**config.mk**
```make
export PLATFORM = sky130hd
export DESIGN_NAME = control_cursa
export DESIGN_NICKNAME = d
export VERILOG_FILES = /design/src/rtl/cursa_pkg.sv /design/src/rtl/debounce_linie.sv /design/src/rtl/control_cursa.sv
export SDC_FILE = /design/constraint.sdc
export NUM_CORES = 1
export LEC_CHECK = 0
export CAP_MARGIN = 25
export CELL_PAD_IN_SITES_DETAIL_PLACEMENT = 2
export CELL_PAD_IN_SITES_GLOBAL_PLACEMENT = 2
export CORE_MARGIN = 5
export CORE_UTILIZATION = 29
export CTS_CLUSTER_DIAMETER = 150
export DETAILED_ROUTE_END_ITERATION = 10
export PLACE_DENSITY_LB_ADDON = 0.3
export SLEW_MARGIN = 10
export SYNTH_ARGS = -nofsm -noshare
export SYNTH_HDL_FRONTEND = slang
export SYNTH_SLANG_ARGS = --single-unit
```
**constraint.sdc**
```tcl
create_clock -name tact -period 2 [get_ports tact]
set_input_delay 0.3 -clock tact [delete_from_list [all_inputs] [get_ports tact]]
set_output_delay 0.3 -clock tact [all_outputs]
set_load 0.02 [all_outputs]
```
**src/rtl/cursa_pkg.sv**
```systemverilog
// ---------------------------------------------------------------------------
// cursa_pkg : shared state encoding, default timing and target helper | rev 1.0
// ---------------------------------------------------------------------------
`default_nettype none

package cursa_pkg;

  typedef enum logic [1:0] {
    ST_IDLE    = 2'b00,
    ST_RUN     = 2'b01,
    ST_LOCKOUT = 2'b10,
    ST_DONE    = 2'b11
  } stare_e;

  localparam int unsigned DEBOUNCE_CYCLES_DEF = 4;
  localparam int unsigned LOCKOUT_CYCLES_DEF  = 1000;

  // A zero target or a non-BCD digit means an unlimited race.
  function automatic logic target_valid(input logic [3:0] units, input logic [3:0] tens);
    return (units <= 4'd9) && (tens <= 4'd9) && ({tens, units} != 8'h00);
  endfunction

endpackage

`default_nettype wire

```
**src/rtl/debounce_linie.sv**
```systemverilog
// ---------------------------------------------------------------------------
// debounce_linie : line sensor synchronizer, debouncer and crossing strobe | rev 1.0
// ---------------------------------------------------------------------------
`default_nettype none

module debounce_linie #(
  parameter int unsigned DEBOUNCE_CYCLES = 4
) (
  input  logic clk_i,
  input  logic rst_ni,
  input  logic line_i,
  output logic crossing_o
);

  localparam int unsigned CW = (DEBOUNCE_CYCLES > 1) ? $clog2(DEBOUNCE_CYCLES) : 1;
  localparam logic [CW-1:0] CNT_MAX = CW'(DEBOUNCE_CYCLES - 1);

  logic [1:0]    sync_q;
  logic [CW-1:0] cnt_q, cnt_d;
  logic          level_q, level_d;
  logic          rise_q;

  // The last accepted high sample sets the level; any low sample drops it.
  always_comb begin
    cnt_d   = cnt_q;
    level_d = level_q;
    if (!sync_q[1]) begin
      cnt_d   = '0;
      level_d = 1'b0;
    end else if (cnt_q != CNT_MAX) begin
      cnt_d = cnt_q + 1'b1;
    end else begin
      level_d = 1'b1;
    end
  end

  always_ff @(posedge clk_i or negedge rst_ni) begin
    if (!rst_ni) begin
      sync_q  <= 2'b00;
      cnt_q   <= '0;
      level_q <= 1'b0;
      rise_q  <= 1'b0;
    end else begin
      sync_q  <= {sync_q[0], line_i};
      cnt_q   <= cnt_d;
      level_q <= level_d;
      rise_q  <= level_d & ~level_q;
    end
  end

  assign crossing_o = rise_q;

endmodule

`default_nettype wire

```
**src/rtl/control_cursa.sv**
```systemverilog
// ---------------------------------------------------------------------------
// control_cursa : race controller driving an external BCD lap counter | rev 1.0
// ---------------------------------------------------------------------------
`default_nettype none

module control_cursa
  import cursa_pkg::*;
#(
  parameter int unsigned DEBOUNCE_CYCLES = DEBOUNCE_CYCLES_DEF,
  parameter int unsigned LOCKOUT_CYCLES  = LOCKOUT_CYCLES_DEF
) (
  input  logic       tact,
  input  logic       reset,
  input  logic       start,
  input  logic       stop,
  input  logic       line_sensor,
  input  logic [3:0] target_unitati,
  input  logic [3:0] target_zeci,
  input  logic [3:0] cifra_unitati,
  input  logic [3:0] cifra_zeci,
  output logic       lap_pulse,
  output logic       count_clear,
  output logic       motor_en,
  output logic       race_done,
  output logic [1:0] stare
);

  localparam int unsigned LW = (LOCKOUT_CYCLES > 1) ? $clog2(LOCKOUT_CYCLES) : 1;
  localparam logic [LW-1:0] LOCK_LOAD = LW'(LOCKOUT_CYCLES - 1);

  stare_e        state_q;
  logic [LW-1:0] lock_q;
  logic [3:0]    tgt_u_q, tgt_z_q;
  logic          lap_pulse_q, count_clear_q, motor_en_q, race_done_q;
  logic          crossing;
  logic          target_hit;

  debounce_linie #(
    .DEBOUNCE_CYCLES(DEBOUNCE_CYCLES)
  ) u_debounce (
    .clk_i     (tact),
    .rst_ni    (reset),
    .line_i    (line_sensor),
    .crossing_o(crossing)
  );

  assign target_hit = target_valid(tgt_u_q, tgt_z_q) &&
                      ({cifra_zeci, cifra_unitati} == {tgt_z_q, tgt_u_q});

  always_ff @(posedge tact or negedge reset) begin
    if (!reset) begin
      state_q       <= ST_IDLE;
      lock_q        <= '0;
      tgt_u_q       <= 4'h0;
      tgt_z_q       <= 4'h0;
      lap_pulse_q   <= 1'b0;
      count_clear_q <= 1'b0;
      motor_en_q    <= 1'b0;
      race_done_q   <= 1'b0;
    end else begin
      lap_pulse_q   <= 1'b0;
      count_clear_q <= 1'b0;
      // stop overrides everything, including a simultaneous start or crossing
      if (stop) begin
        state_q     <= ST_IDLE;
        motor_en_q  <= 1'b0;
        race_done_q <= 1'b0;
      end else begin
        case (state_q)
          ST_IDLE, ST_DONE: begin
            if (start) begin
              count_clear_q <= 1'b1;
              tgt_u_q       <= target_unitati;
              tgt_z_q       <= target_zeci;
              state_q       <= ST_RUN;
              motor_en_q    <= 1'b1;
              race_done_q   <= 1'b0;
            end
          end
          ST_RUN: begin
            if (crossing) begin
              lap_pulse_q <= 1'b1;
              lock_q      <= LOCK_LOAD;
              state_q     <= ST_LOCKOUT;
            end
          end
          ST_LOCKOUT: begin
            if (target_hit) begin
              state_q     <= ST_DONE;
              motor_en_q  <= 1'b0;
              race_done_q <= 1'b1;
            end else if (lock_q == '0) begin
              state_q <= ST_RUN;
            end else begin
              lock_q <= lock_q - 1'b1;
            end
          end
          default: state_q <= ST_IDLE;
        endcase
      end
    end
  end

  assign lap_pulse   = lap_pulse_q;
  assign count_clear = count_clear_q;
  assign motor_en    = motor_en_q;
  assign race_done   = race_done_q;
  assign stare       = state_q;

endmodule

`default_nettype wire

```
Word level (Yosys, flattened, before mapping)
Cells that the tools add are included.

operators by class
  $add $sub $neg = 2
  magnitude comparators = 2
  eq/ne operators = 13
  multiplexer cells = 28
  bitwise operators = 3
  reductions and logical operators = 13

operators by type and width
  kind                     count
  $mux W10                 3
  $pmux W10 S2             1
  $mux W1                  14
  $mux W2                  7
  $logic_not A10 Y1        1
  $sub A10 B1 Y10 const B  1
  $reduce_and A3 Y1        3
  $eq A8 B8 Y1             1
  $le A4 B4 Y1 const B     2
  $ne A2 B2 Y1 const B     4
  $reduce_bool A8 Y1       1
  $ne A3 B3 Y1 const B     2
  $pmux W2 S3              1
  $reduce_and A5 Y1        1
  $eq A2 B2 Y1 const B     2
  $ne A4 B4 Y1 const B     1
  $pmux W1 S2              2
  $logic_and A1 B1 Y1      3
  $ne A3 B2 Y1 const B     1
  $reduce_bool A3 Y1       1
  $add A2 B1 Y2 const B    1
  $eq A2 B1 Y1 const B     1
  $logic_not A2 Y1         1
  $ne A2 B1 Y1 const B     1
  other kinds (4)          5

word-level totals
  register bits after elaboration = 30
  output and inout port bits = 6

Longest topological paths before layout
Gate-level depths: netlist of the first run.

  word-level depth = 7
  gate-level depth with buffers = 9

By module
Synthesis of the first run repeated with hierarchy kept, for this count alone.

unflattened totals
  cell total of the unflattened synthesis = 185
  area total of the unflattened synthesis = 1710.4 µm²

by module, submodules not included
  module          instances  cells an instance  area an instance (µm²)  sequential area each (µm²)
  control_cursa   1          172                1498.9                  600.6
  debounce_linie  1          13                 211.5                   150.1

Worst setup path after synthesis of the first run
Ideal clock, no wire load.

  kind = register to register
  from = register state_q[1], in the netlist stare[1]
  to = register lock_q[8]
  arrival time = 1.922 ns
  data required time = 1.931 ns
  path slack = 0.009 ns
  stages on the path, launching flop included = 9
  buffers on the path = 0
  clock period less this slack = 1.991 ns
  path through = dfrtp_1 inv_1 ha_1 nor2b_1 nor2_2 and2_0 nand2_1 or4b_1 nand3_1

between the ends
  word-level cells in the longest chain between the ends = 3
  elaborated cells between the ends (all ways) = 8
  classes of those cells = 5 x eq/ne; 1 x mux; 2 x reduce/logical

RTL lines
  element                                               RTL line             source
  start, declared                                       control_cursa.sv:31  stare_e state_q;
  start signal, assigned                                control_cursa.sv:52  state_q <= ST_IDLE;
  start signal, assigned                                control_cursa.sv:65  state_q <= ST_IDLE;
  start signal, assigned                                control_cursa.sv:75  state_q <= ST_RUN;
  $eq A2 B1 Y1 / $eq A2 B2 Y1 (equally long branches)   control_cursa.sv:69  case (state_q)
  $ne A2 B1 Y1 (no line), or another cell as far along  --
  $reduce_and A5 Y1 (no line)                           --
  end signal, assigned                                  control_cursa.sv:95  lock_q <= lock_q - 1'b1;
  end, declared                                         control_cursa.sv:32  logic [LW-1:0] lock_q;

Several ways; a longest one is shown, not always the timed one.
A chain may end at the register's enable or synchronous reset.

Worst setup path in the final report of the first run
  from = register state_q[1], in the netlist stare[1]
  to = register lock_q[9]

Same word-level chain as after synthesis.

==> impl_metrics.ini, run 1 <==
[place]
dp_cells = 279
portBuffers = 26
dp.final_hpwl_um = 3780
place_congestion = 0.846
pre_cts_ws_ns = -0.252

[synthesis]
synth_edf_count = 0
seq_area_frac_synth_pct = 47.3
yosys_warnings = 0
synth_commonest_cells = nand2_1 (35), dfrtp_1 (30), inv_1 (9), nor2_1 (9)
syn-instance-count = 169
avgSynthCellArea_sq_um = 9.40
synth_seq_cells = 30
synth_top_cell_area_share_pct = 47.3
async_flop_share_pct = 100
synth_area_leaders = dfrtp_1 (47%), nand2_1 (8.3%), ha_1 (4.7%)
synth.distinct_cells = 42
synth_most_common_cell = nand2_1
synth_ff_type = dfrtp_1
syn-num-nets = 196
syn_area_sq_um = 1590
synth_top_cell_by_area = dfrtp_1

[cts]
h-tree-depth = 2
numCtsBuffers = 5
cts_buffer_depth = 2
cts_sinks = 30
hold_buffers = 0
path_clk_slew_ns = 0.07
insertion_delay_ns = 0.28
cts_root_buf = clkbuf_8
cts_tree = yes

[global_routing]
antenna_found_initial = 0
grt_max_degree = 31
track_usage_pct = 14.5
grt_overflow_total = 0
grt_pass1_vias = 1645
grt_pass1_wl_um = 8160

[sta]
max_freq_mhz = 500
period_share_pct = 100
setup_viol = 1
fin_ws_ns = -0.00155
hold_ws_ns = 0.356
clock_skew_ns = 0.00549
slew_headroom_pct = 71.6
tightest_slew_ns = 0.426
slew_viol_final = 0
hold_violations = 0
fin_crit_ns = 2.00

[setup_path]
reg2reg_slack_ns = -0.002
cp_max_fo = 5
slowest_delay_ns = 0.40
r2r_cells = 9
crit_arrival_ns = 2.19
critPathLaunch = stare[1]$_DFFE_PN0P_
worst_path_max_delay_cell = dfrtp_1
start_kind = register
timing.rr.start = stare[1]$_DFFE_PN0P_
crit_path_cell_trace = inv_1 > ha_1 > nor2b_1 > nor2_2 > buf_4 > nand2_1 > nor4_2 > a21oi_1 > o21ai_1
crit_end = lock_q[9]$_DFFE_PN0P_
crit_type = reg -> reg
critical-path-top-delay-family = simple AND/OR/NAND/NOR gates
worstPathRequired_ns = 2.19
r2r-end = lock_q[9]$_DFFE_PN0P_
worst-path-buf-inv = 2
critical_path_depth = 9
critPathCaptureType = register

[floorplanning]
coreArea_sq_um = 5410
die_area_sq_um = 7060
rows = 27
die_w_um = 84.0
num_io_pins = 27
initial_utilization_pct = 29.4
die_h_um = 84.0

[route]
drc = 0
viasPerCell = 4.98
firstDrtPassIters = 2
vias = 1444
ant_nets = 0
avgRoutedWirePerCell_um = 17.4
first_iter_violations = 12
wirelength_um = 5050

[layout]
n_antenna_cell = 0
drive_gt1_share_pct = 15.6
nets = 244
stdcell_count = 290
final_core_utilization_pct = 40.2
num-fill-cells = 629
syn2layout_area_growth_pct = 36.8

[hold_path]
hold_class = reg -> reg

[pwr]
ir_worst_vdd_mv = 0.354
p_comb_share_pct = 31.0
p_sw_uw = 700
internal_power_uw = 1300
seq_power_share_pct = 42.9
clockPowerShare_pct = 26.1
powerDensity_nw_per_um2 = 921
power.total_uw = 2000
leakage_uw = 0.000994
p_sw_share_pct = 35.0

[job]
drv_cap = 0

[outcome]
violations = negative setup slack
status = finished, violations left
-- placed cells by master, fill, tap and decap left out, types with 2 or more instances in the layout --
master            n
a21oi_1           6
nand2b_1          2
nor2b_1           3
nor2_1            9
clkbuf_8          6
nor3_1            3
and2_1            3
xor2_1            2
and3_1            5
o21ai_1           7
nor4_1            3
xnor2_1           4
nand4_1           3
nand2_1          35
dfrtp_1          30
o21ai_0           3
clkdlybuf4s50_1  26
nor4_2            2
nand3_1           3
mux2i_1           3
and3b_1           2
ha_1              6
buf_4            18
nand3b_1          3
inv_1             9
a211oi_1          2
-- repair_timing --
action	in CTS	in global routing
gates resized for setup	1	5
hold endpoints to repair	0	0
setup endpoints to repair	3	8
pin swaps	0	1
setup buffers	0	3
-- through the flow --
| step | TNS (ns) | area, sq um |
|---|---|---|
| after global routing | -0.149 | 2170 |
| after CTS | 0 | 2130 |
| after detailed placement | -2.19 | 2040 |
| after global placement | -1.33 | 2040 |
| after floorplan | 0 | 1590 |
| final | -0.00155 | 2170 |
-- area by class of cell --
class / instances / area, sq um / area share (%)
flip-flops and latches: 30 / 751 / 34.6
clock buffers: 7 / 86.3 / 3.97
well taps: 72 / 90.1 / 4.15
clock inverters: 1 / 5.00 / 0.230
multi-input cells: 125 / 802 / 36.9
repair buffers: 45 / 400 / 18.4
inverters: 10 / 37.5 / 1.73
-- worst min-delay path by stage --
stage	start	end	slack (ns)	cells past startpoint
6_report	u_debounce.sync_q[0]$_DFF_PN0_	u_debounce.sync_q[1]$_DFF_PN0_	0.36	0
5_1_grt	u_debounce.sync_q[0]$_DFF_PN0_	u_debounce.sync_q[1]$_DFF_PN0_	0.38	0
4_1_cts	u_debounce.sync_q[0]$_DFF_PN0_	u_debounce.sync_q[1]$_DFF_PN0_	0.36	0
3_5_place_dp	u_debounce.sync_q[0]$_DFF_PN0_	u_debounce.sync_q[1]$_DFF_PN0_	0.35	0
3_3_place_gp	u_debounce.sync_q[0]$_DFF_PN0_	u_debounce.sync_q[1]$_DFF_PN0_	0.33	0
2_1_floorplan	reset	count_clear$_DFF_PN0_	0.004	0
-- cells by family (layout without fill, tap and decap cells) --
logic type | count (synthesis) | count (layout) | share of synthesized area (%)
xor gates and xnor gates | 6 | 6 | 3.31
DFF | 30 | 30 | 47.3
and+or+nand+nor | 80 | 80 | 25.1
muxes | 4 | 4 | 2.60
buffers and inverters | 14 | 63 | 3.78
AOI/OAI and AO/OA | 29 | 29 | 13.2
adders and majority gates | 6 | 6 | 4.73
-- power by group through the flow --
| stage | sequential [uW] | combinational, uW | clock (uW) |
|---|---|---|---|
| 2_1_floorplan | 843 | 338 | 0 |
| 3_3_place_gp | 849 | 547 | 0 |
| 3_5_place_dp | 864 | 592 | 0 |
| 4_1_cts | 854 | 604 | 531 |
| 5_1_grt | 872 | 691 | 566 |
| 6_report | 858 | 621 | 522 |
-- flip-flops by register name, summed over array words and instances, names as in the netlist --
register	count
lap_pulse	1
count_clear	1
u_debounce.sync_q	2
race_done	1
tgt_z_q	4
u_debounce.crossing_o	1
stare	2
tgt_u_q	4
u_debounce.cnt_q	2
u_debounce.level_q	1
motor_en	1
lock_q	10
-- routing by layer --
| layer | vias up | share of wire, % | GRT usage (%) |
|---|---|---|---|
| met5 | - | 0 | 0 |
| met4 | 0 | 1.5 | 4.68 |
| met3 | 9 | 3.7 | 4.15 |
| met2 | 27 | 53 | 26.3 |
| met1 | 731 | 41 | 16.3 |
| li1 | 677 | - | - |
-- worst register-to-register path: stages, from the launching register on --
cell and delay [ns]:
dfrtp_1 0.40, inv_1 0.09, ha_1 0.21, nor2b_1 0.17
nor2_2 0.11, buf_4 0.15, nand2_1 0.10, nor4_2 0.32
a21oi_1 0.16, o21ai_1 0.20
(Power assumes the default switching activity.)
==> run 2: changes to the inputs <==
--- a/config.mk
+++ b/config.mk
@@ -12,6 +12,7 @@
 export CORE_UTILIZATION = 29
 export CTS_CLUSTER_DIAMETER = 150
 export DETAILED_ROUTE_END_ITERATION = 10
+export MAX_ROUTING_LAYER = met4
 export PLACE_DENSITY_LB_ADDON = 0.3
 export SLEW_MARGIN = 10
 export SYNTH_ARGS = -nofsm -noshare
==> run 2 against run 1 <==
The run now ends clean. Combinational power shrank 3%. Maximum frequency grew 5.9%. Sequential share of layout area shrank 0.65 points. Design area grew 2.1%. Clock skew grew 0.0039 ns. First-iteration DRC count grew 110%. Die area is the same. Routed wire length shrank 9.8%. Non-clock buffer count shrank 1. Cell count shrank 0.34%. Register-to-register slack gained 0.11 ns. Critical path type is now in -> reg.
==> impl_metrics.ini, run 2 (synthesis gave the netlist of run 1 again) <==
[sta]
rsz0062_at_grt = yes
max_freq_mhz = 529
slew_viol_final = 0
setup_viol = 0
slew_headroom_pct = 70.8
hold_violations = 0
tightest_slew_ns = 0.433
fin_crit_ns = 1.89
clock_skew_ns = 0.00935
period_share_pct = 94.5

[setup_path]
crit_arrival_ns = 2.10
crit_path_cell_trace = clkdlybuf4s50_1 > xor2_1 > a211o_1 > a211oi_4 > buf_4 > nand2_1 > o31a_1 > o21ai_1
crit_type = in -> reg
worst_path_max_delay_cell = clkdlybuf4s50_1
reg2reg_slack_ns = 0.11
cp_max_fo = 3
start_kind = primary input
slowest_delay_ns = 0.42
critPathCaptureType = register
worstPathRequired_ns = 2.21

[place]
portBuffers = 26
dp.final_hpwl_um = 3490
place_congestion = 0.770
dp_cells = 278

[global_routing]
track_usage_pct = 14.1
grt_pass1_wl_um = 7820
antenna_found_initial = 0
grt_overflow_total = 0
grt_pass1_vias = 1649
grt_max_degree = 31

[pwr]
ir_worst_vdd_mv = 0.449
powerDensity_nw_per_um2 = 1010
leakage_uw = 0.00101

[cts]
cts_sinks = 30
insertion_delay_ns = 0.29
h-tree-depth = 2
cts_root_buf = clkbuf_8
numCtsBuffers = 5
cts_tree = yes
hold_buffers = 0
cts_buffer_depth = 2
path_clk_slew_ns = 0.07

[layout]
largest_registers = lock_q: 10 flops, tgt_u_q: 4 flops, tgt_z_q: 4 flops
largest_reg_flops = 10
final_common_cell = nand2_1
drive_gt1_share_pct = 16.1
largest-register = lock_q
stdcell_count = 289
final_cell_mix = nand2_1 (35), dfrtp_1 (29), clkdlybuf4s50_1 (26)
syn2layout_area_growth_pct = 39.6
nets = 243
num-fill-cells = 601
n_antenna_cell = 0
final_core_utilization_pct = 41.0

[floorplanning]
coreArea_sq_um = 5410
die_area_sq_um = 7060
die_w_um = 84.0
initial_utilization_pct = 29.4
rows = 27
num_io_pins = 27
die_h_um = 84.0

[route]
viasPerCell = 4.81
vias = 1391
drc = 0
wirelength_um = 4560
avgRoutedWirePerCell_um = 15.8
ant_nets = 0
firstDrtPassIters = 2
first_iter_violations = 25

[job]
drv_cap = 0

[outcome]
status = complete, no violations

[hold_path]
hold_class = reg -> reg
run 2: cell count changes in the layout (fill, tap and decap cells not counted), sizes merged:
cell	before	now
clkbuf	8	6
bufinv	0	2
clkinv	2	1
run 2: what timing repair did:
| item | CTS | global route |
|---|---|---|
| buffers inserted | 0 | 3 |
| resized for setup | 1 | 5 |
| setup endpoints to repair | 1 | 10 |
| pin swaps | 0 | 1 |
run 2: path summary, 6_finish.rpt:
| check | from | to | cells past startpoint |
|---|---|---|---|
| worst max-delay path | cifra_unitati[0] | stare[1]$_DFFE_PN0P_ | 8 |
| min in group asynchronous | reset | u_debounce.level_q$_DFF_PN0_ | 2 |
| worst max register to register | stare[0]$_DFFE_PN0P_ | lock_q[8]$_DFFE_PN0P_ | 7 |
| worst min-delay path | u_debounce.sync_q[0]$_DFF_PN0_ | u_debounce.sync_q[1]$_DFF_PN0_ | 0 |
| worst min register to register | u_debounce.sync_q[0]$_DFF_PN0_ | u_debounce.sync_q[1]$_DFF_PN0_ | 0 |
| max in group asynchronous | reset | tgt_u_q[3]$_DFFE_PN0P_ | 2 |
run 2: final cells by class:
cell class / instances / area [sq um] / share of cell area [%]
repair buffers: 44 / 395 / 17.8
multi-input cells: 125 / 800 / 36.1
inverters: 10 / 37.5 / 1.69
clock inverters: 2 / 60.1 / 2.71
well taps: 72 / 90.1 / 4.06
clock buffers: 6 / 82.6 / 3.72
flip-flops and latches: 30 / 752 / 33.9
run 2: worst max-delay path, delay by kind of cell:
family	cells	cell delay [ns]
compound gates	4	0.98
buf+inv	2	0.59
xor+xnor	1	0.15
simple gates	1	0.09
run 2: stage by stage:
| step | TNS, ns | cell area (sq um) | setup WS [ns] | total power [uW] | hold slack [ns] |
|---|---|---|---|---|---|
| 6_report | 0 | 2220 | 0.109 | 2230 | 0.361 |
| 5_1_grt | -0.0209 | 2220 | -0.00988 | 2360 | 0.369 |
| 4_1_cts | 0 | 2170 | 0.0364 | 2230 | 0.365 |
| 3_5_place_dp | -1.78 | 2030 | -0.188 | 1440 | 0.347 |
| 3_3_place_gp | -1.33 | 2030 | -0.148 | 1400 | 0.333 |
| 2_1_floorplan | 0 | 1590 | 0.00911 | 1180 | 0.00441 |
run 2: power breakdown:
group          internal (uW)  total [uW]  leakage, uW  switching [uW]
logic                    291         605     0.000576             315
registers                726         849     0.000364             123
clock network            532         778    0.0000714             246
total                   1550        2230      0.00101             684
run 2: routing by layer:
layer	up-vias	share of wire (%)	wire [um]	global-route usage, %
li1	675	-	-	-
met1	685	44	2000	16.0
met2	25	52	2380	25.1
met3	6	2.8	127	3.36
met4	0	1.1	48	3.51
met5	-	0	0	-
